### config.mk
export PLATFORM = sky130hd
export DESIGN_NAME = vlog_burst_requester
export DESIGN_NICKNAME = d
export VERILOG_FILES = /design/src/rtl/vlog_burst_req_pkg.sv /design/src/rtl/vlog_wait_counter.sv /design/src/rtl/vlog_burst_requester.sv
export SDC_FILE = /design/constraint.sdc
export NUM_CORES = 1
export LEC_CHECK = 0
export ABC_AREA = 0
export BUFFER_PORTS_ARGS = -buffer_cell sky130_fd_sc_hd__buf_2
export CORE_ASPECT_RATIO = 1.4
export CORE_MARGIN = 3
export CORE_UTILIZATION = 55
export DETAILED_ROUTE_END_ITERATION = 8
export GPL_TIMING_DRIVEN = 0
export PLACE_DENSITY = 0.87
export SLEW_MARGIN = 15
export SYNTH_ARGS = -nofsm -noshare
export SYNTH_HDL_FRONTEND = slang
export SYNTH_HIERARCHICAL = 1
export SYNTH_SLANG_ARGS = --single-unit
### constraint.sdc
create_clock -name clock -period 2.5 [get_ports clock]
set_clock_uncertainty 0.15 [all_clocks]
set_input_delay 0.625 -clock clock [delete_from_list [all_inputs] [get_ports clock]]
set_output_delay 0.625 -clock clock [all_outputs]
set_load 0.03 [all_outputs]
### src/rtl/vlog_burst_req_pkg.sv
// Shared constants and state encoding for the burst requester slice.
package vlog_burst_req_pkg;

  // Default widths and grant-wait bound.
  localparam int ADDR_W_DEF  = 8;
  localparam int LEN_W_DEF   = 4;
  localparam int TIMEOUT_DEF = 15;

  // Wait counter width; wide enough for the largest legal TIMEOUT (255).
  localparam int WAIT_CNT_W = 8;

  // One-hot controller states.
  typedef enum logic [3:0] {
    IDLE    = 4'b0001,
    REQ     = 4'b0010,
    XFER    = 4'b0100,
    RELEASE = 4'b1000
  } state_t;

endpackage

### src/rtl/vlog_wait_counter.sv
// Clearable up-counter with a terminal-count flag, used to bound the grant wait.
module vlog_wait_counter
  import vlog_burst_req_pkg::*;
#(
  parameter int TIMEOUT = TIMEOUT_DEF
) (
  input  logic clock,
  input  logic reset_n,
  input  logic i_clr,
  input  logic i_en,
  output logic o_tc
);

  logic [WAIT_CNT_W-1:0] r_cnt;

  // Count waiting cycles; clear has priority over enable.
  // NOTE: sequential state uses non-blocking (<=) so every flop samples pre-edge values.
  always_ff @(posedge clock) begin
    if (!reset_n) begin
      r_cnt <= '0;
    end else if (i_clr) begin
      r_cnt <= '0;
    end else if (i_en) begin
      r_cnt <= r_cnt + WAIT_CNT_W'(1);
    end
  end

  // Terminal count: this is the last waiting cycle allowed.
  assign o_tc = (r_cnt == WAIT_CNT_W'(TIMEOUT - 1));

endmodule

### src/rtl/vlog_burst_requester.sv
// Requester front-end: takes a burst command, holds req through the grant,
// emits one address beat per granted cycle, and waits for gnt to fall before
// accepting the next command. A bounded grant wait aborts with err_timeout.
module vlog_burst_requester
  import vlog_burst_req_pkg::*;
#(
  parameter int ADDR_W  = ADDR_W_DEF,
  parameter int LEN_W   = LEN_W_DEF,
  parameter int TIMEOUT = TIMEOUT_DEF
) (
  input  logic              clock,
  input  logic              reset_n,
  input  logic              cmd_valid,
  output logic              cmd_ready,
  input  logic [ADDR_W-1:0] cmd_addr,
  input  logic [LEN_W-1:0]  cmd_len,
  output logic              req,
  input  logic              gnt,
  output logic              beat_valid,
  output logic [ADDR_W-1:0] beat_addr,
  output logic              done,
  output logic              err_timeout
);

  state_t             r_state;
  logic [ADDR_W-1:0]  r_addr;
  logic [LEN_W-1:0]   r_len;
  logic [LEN_W-1:0]   r_beat_cnt;
  logic               r_req;
  logic               r_done;
  logic               r_err;

  logic               w_accept;
  logic               w_wait_en;
  logic               w_wait_tc;
  logic               w_last_beat;

  assign cmd_ready   = (r_state == IDLE);
  assign w_accept    = cmd_valid & cmd_ready;
  assign w_wait_en   = (r_state == REQ) & ~gnt & ~w_wait_tc;
  assign w_last_beat = (r_beat_cnt == r_len);

  // Grant-wait bound, restarted for every accepted command.
  vlog_wait_counter #(
    .TIMEOUT (TIMEOUT)
  ) u_wait_counter (
    .clock   (clock),
    .reset_n (reset_n),
    .i_clr   (w_accept),
    .i_en    (w_wait_en),
    .o_tc    (w_wait_tc)
  );

  // Controller FSM with registered req/done/err_timeout.
  always_ff @(posedge clock) begin
    if (!reset_n) begin
      r_state    <= IDLE;
      r_req      <= 1'b0;
      r_done     <= 1'b0;
      r_err      <= 1'b0;
      r_addr     <= '0;
      r_len      <= '0;
      r_beat_cnt <= '0;
    end else begin
      // Pulses last exactly one cycle unless re-asserted below.
      r_done <= 1'b0;
      r_err  <= 1'b0;
      case (r_state)
        IDLE: begin
          if (w_accept) begin
            r_addr  <= cmd_addr;
            r_len   <= cmd_len;
            r_req   <= 1'b1;
            r_state <= REQ;
          end
        end
        REQ: begin
          // A grant on the expiry cycle still wins over the timeout.
          if (gnt) begin
            r_beat_cnt <= '0;
            r_state    <= XFER;
          end else if (w_wait_tc) begin
            r_req   <= 1'b0;
            r_err   <= 1'b1;
            r_state <= RELEASE;
          end
        end
        XFER: begin
          // Count only granted beats; a gnt drop simply stalls the burst.
          if (gnt) begin
            if (w_last_beat) begin
              r_req   <= 1'b0;
              r_done  <= 1'b1;
              r_state <= RELEASE;
            end else begin
              r_beat_cnt <= r_beat_cnt + LEN_W'(1);
            end
          end
        end
        RELEASE: begin
          // Hold off until the arbiter has withdrawn its grant.
          if (!gnt) begin
            r_state <= IDLE;
          end
        end
        default: begin
          r_state <= IDLE;
          r_req   <= 1'b0;
        end
      endcase
    end
  end

  assign req         = r_req;
  assign done        = r_done;
  assign err_timeout = r_err;
  assign beat_valid  = (r_state == XFER) & gnt;
  assign beat_addr   = r_addr + ADDR_W'(r_beat_cnt);

endmodule

==> flow_summary.toml <==
[timing]
peak_clock_frequency_supported_by_timing_mhz = 369.9
min_period_over_period_pct = 108.1
setup_slack_ps = -203.7
totalNegativeSetupSlack_ps = -581.9
min_period_ps = 2704
unrepaired_setup_endpoints_after_global_routing = "yes"
final-hold-violation-count = 0
whs_ps = 312.6
max-slew-margin-rel_pct = 47.16
worstMarginPinSlew_ps = 785.4
report.final.slew_viol_count = 0
timing.final.setup_violations = 4

[power]
power.switching_fraction_pct = 31.91
clock_power_share_pct = 27.2
vdd_ir_drop_max_mv = 0.4140
netSwitchingPower_uw = 329.3
combinationalPowerShare_pct = 19.9
cellLeakagePower_uw = 0.0008886
pwr-share-seq_pct = 52.9
power_report.internal_total_uw = 702.7
powerDensity_nw_per_um2 = 507.3
finalPower_uw = 1032

[worst_hold_path]
min-delay-start = "req"
hold_path_class = "flip-flop to flip-flop"
hold-path-cell-count = 2
min_delay_worst_endpoint = "req"

[clock_network]
clock_sinks = 31
worst_setup_hold_path_clk_slew_ps = 100
htree_num_levels = 2
numCtsBuffers = 5
clk_path_buf_depth = 2
source_to_sink_clock_delay_at_the_later_pin_of_the_worst_skew_pair_ps = 330
root_buffer = "sky130_fd_sc_hd__clkbuf_4"
cts_tree = "yes"

[synth]
synth_seq_cells = 31
avgSynthCellArea_sq_um = 8.818
largest_family_of_logic_cells_by_synthesized_area = "simple AND/OR/NAND/NOR gates"
synth-simple-area-share_pct = 26.11
seq_area_frac_synth_pct = 37.43
synthAdderAreaFrac_pct = 6.491
synth-xor-area-share_pct = 7.396
synthCells = 188
fraction_of_synthesized_area_in_multiplexers_pct = 1.811
ys_top_cells_by_area = "sky130_fd_sc_hd__dfxtp_1 37%, sky130_fd_sc_hd__nand2_1 8.6%, sky130_fd_sc_hd__xor2_1 5.8%, sky130_fd_sc_hd__ha_1 5.3%, sky130_fd_sc_hd__a21boi_0 3.2%"
synth_top_area_share_pct = 37.43
synthMostInstantiatedCell = "sky130_fd_sc_hd__nand2_1"
post_synth_most_frequent_cells = "38 x sky130_fd_sc_hd__nand2_1, 31 x sky130_fd_sc_hd__dfxtp_1, 11 x sky130_fd_sc_hd__xor2_1"
fraction_of_the_mapped_netlist_area_in_compound_gates_pct = 18.11
mappedNetlistArea_sq_um = 1658
ys_warn_count = 6
yosys_most_used_dff = "sky130_fd_sc_hd__dfxtp_1"
postSynthNetCount = 212
synth.largest_area_cell = "sky130_fd_sc_hd__dfxtp_1"
synthArstFlopShare_pct = 0
synth.lib_cells_used.distinct = 45
synth_enable_flop_cells = 0

[critical_path]
cpMaxStageDelayCell = "sky130_fd_sc_hd__dfxtp_4"
path_cells = "ha_4, fa_2, a21o_1, a21oi_2, xnor2_1, buf_4"
worstSetupPathType = "flip-flop to output pin"
r2r_cells = 7
worst_ep_arrival_ps = 1930
critPathCaptureType = "output pin"
r2r_setup_slk_ps = 220
worst_setup_path_start_kind = "flip-flop"
critPathRequiredTime_ps = 1730
crit_path_max_incr_delay_ps = 370
critical_path_peak_fanout = 2
r2r-end = "u_wait_counter/r_cnt[7]"
regToRegStartpoint = "r_state[2]"

[placement]
detailedPlace.worstSlack_ps = -78.34
port-buffer-count = 28
sum_of_net_half_perimeters_after_detailed_placement_um = 2587
routability_congestion = 0.7780
numPlacedInstances = 252

[die]
io_pins = 29
core_area_sq_um = 2753
floorplan.initialDensity_pct = 60.23
number_of_placement_rows = 22
design.die.area_sq_um = 3718
dieWidth_um = 52.40
chipHeight_um = 70.96

[final_layout]
fillers = 205
instances_no_fill = 266
nets = 253
n_antenna_cell = 0
reg_area_sq_um = 638.1
syn2layout_area_growth_pct = 22.72
multi_input_comb_area_sq_um = 1054
share_of_post_route_cells_with_drive_strength_above_1_pct = 30.00

[detailed_routing]
detailedRoute.firstPassIterationCount = 6
detail-route-antenna-nets = 0
drc = 0
vias = 1522
first_iter_violations = 38
wire_per_inst_um = 14.56
detail_route.wirelength_um = 3874
vias_per_cell = 5.722

[global_route]
met2_usage_pct = 37.02
grt_util_all_layers_pct = 21.66
vias_in_the_first_global_route = 1409
grt_use_met1_pct = 24.58
pin_count_of_the_biggest_net_entering_global_routing = 12
global_route_wire_length_before_repair_um = 6113
grt_antenna_before_repair = 0
global_route.overflow_total = 0
global_route.peak_usage_layer = "met2"
gr-usage-met3_pct = 6.316

[flow_run]
max_cap_violations = 0

[outcome]
violations = "negative setup slack"
status = "complete, but fails checks"
final cells by class:
class,instances,share of cell area [%]
clock inverter,3,0.7380
sequential,31,31.37
inverter,4,0.7380
multi-input combinational,147,51.78
buffer,6,1.415
clock buffer,5,1.845
tap,36,2.214
timing repair buffer,34,9.902
kinds of logic after synthesis:
group / after synthesis
muxes: 3
DFF: 31
buffers and inverters: 10
AOI/OAI and AO/OA: 43
xor gates and xnor gates: 14
adders and majority gates: 8
and+or+nand+nor: 79
placed cells by master, fill, tap and decap left out, drive strengths merged, types with 2 or more instances in the layout:
cell    Yosys  final
nand2b      6      6
nand2      38     38
a21boi     14     14
and3        3      3
nor2b       4      4
a211oi      4      4
o22ai       2      2
xnor2       3      3
clkinv      0      3
buf         3     37
nor3b       2      2
nand4       4      4
inv         4      4
o41ai       2      2
dfxtp      31     31
a21oi       6      6
or3         2      2
nor4        2      2
xor2       11     11
ha          7      7
nor2        9      9
mux2i       3      3
a21o        2      2
o21ai       7      7
clkbuf      3      8
nor4b       3      3
power by group through the flow:
stage / logic (uW) / clock network (uW) / registers (uW)
2_1_floorplan: 135 / 0 / 552
3_3_place_gp: 187 / 0 / 553
3_5_place_dp: 191 / 0 / 553
4_1_cts: 197 / 288 / 541
5_1_grt: 224 / 315 / 549
6_report: 206 / 281 / 546
routing by layer:
layer	wire length (um)	vias up	part of all wire [%]
met3	184	15	4.7
li1	-	744	-
met1	1549	724	40
met2	2012	39	52
met4	127	0	3.3
met5	0	-	0
worst max-delay path, delay by kind of cell, from the launching register on:
kind            cells  cell delay (ps)
buf+inv             1              190
xor+xnor            1              160
compound gates      2              350
flops               1              370
fa+ha+maj           2              510
through the flow:
step                      cell area [sq um]  util, %
after floorplan                        1669        -
after global placement                 1854    67.36
after detailed placement               1854    67.36
after CTS                              2003    72.77
after global routing                   2034    73.91
final                                  2034    73.91
repair_timing:
item                       CTS  global route
pin swaps                   12             1
hold buffers                 0             0
setup endpoints to repair    6             8
resized for setup           19             8
setup buffers                4             2
worst max-delay path by stage:
stage / to / start
after floorplan: beat_addr[6] / r_beat_cnt[0]
after global placement: beat_addr[6] / r_beat_cnt[0]
after detailed placement: beat_addr[6] / r_beat_cnt[0]
after CTS: beat_addr[6] / r_beat_cnt[0]
after global routing: beat_addr[6] / r_beat_cnt[0]
final: beat_addr[4] / r_beat_cnt[0]
registers in the layout, summed over array words and instances, names as in the netlist:
| register | count |
|---|---|
| r_addr | 8 |
| u_wait_counter/r_cnt | 8 |
| r_beat_cnt | 4 |
| r_len | 4 |
| r_state | 4 |
| done | 1 |
| err_timeout | 1 |
| req | 1 |
(Power assumes the default switching activity.)
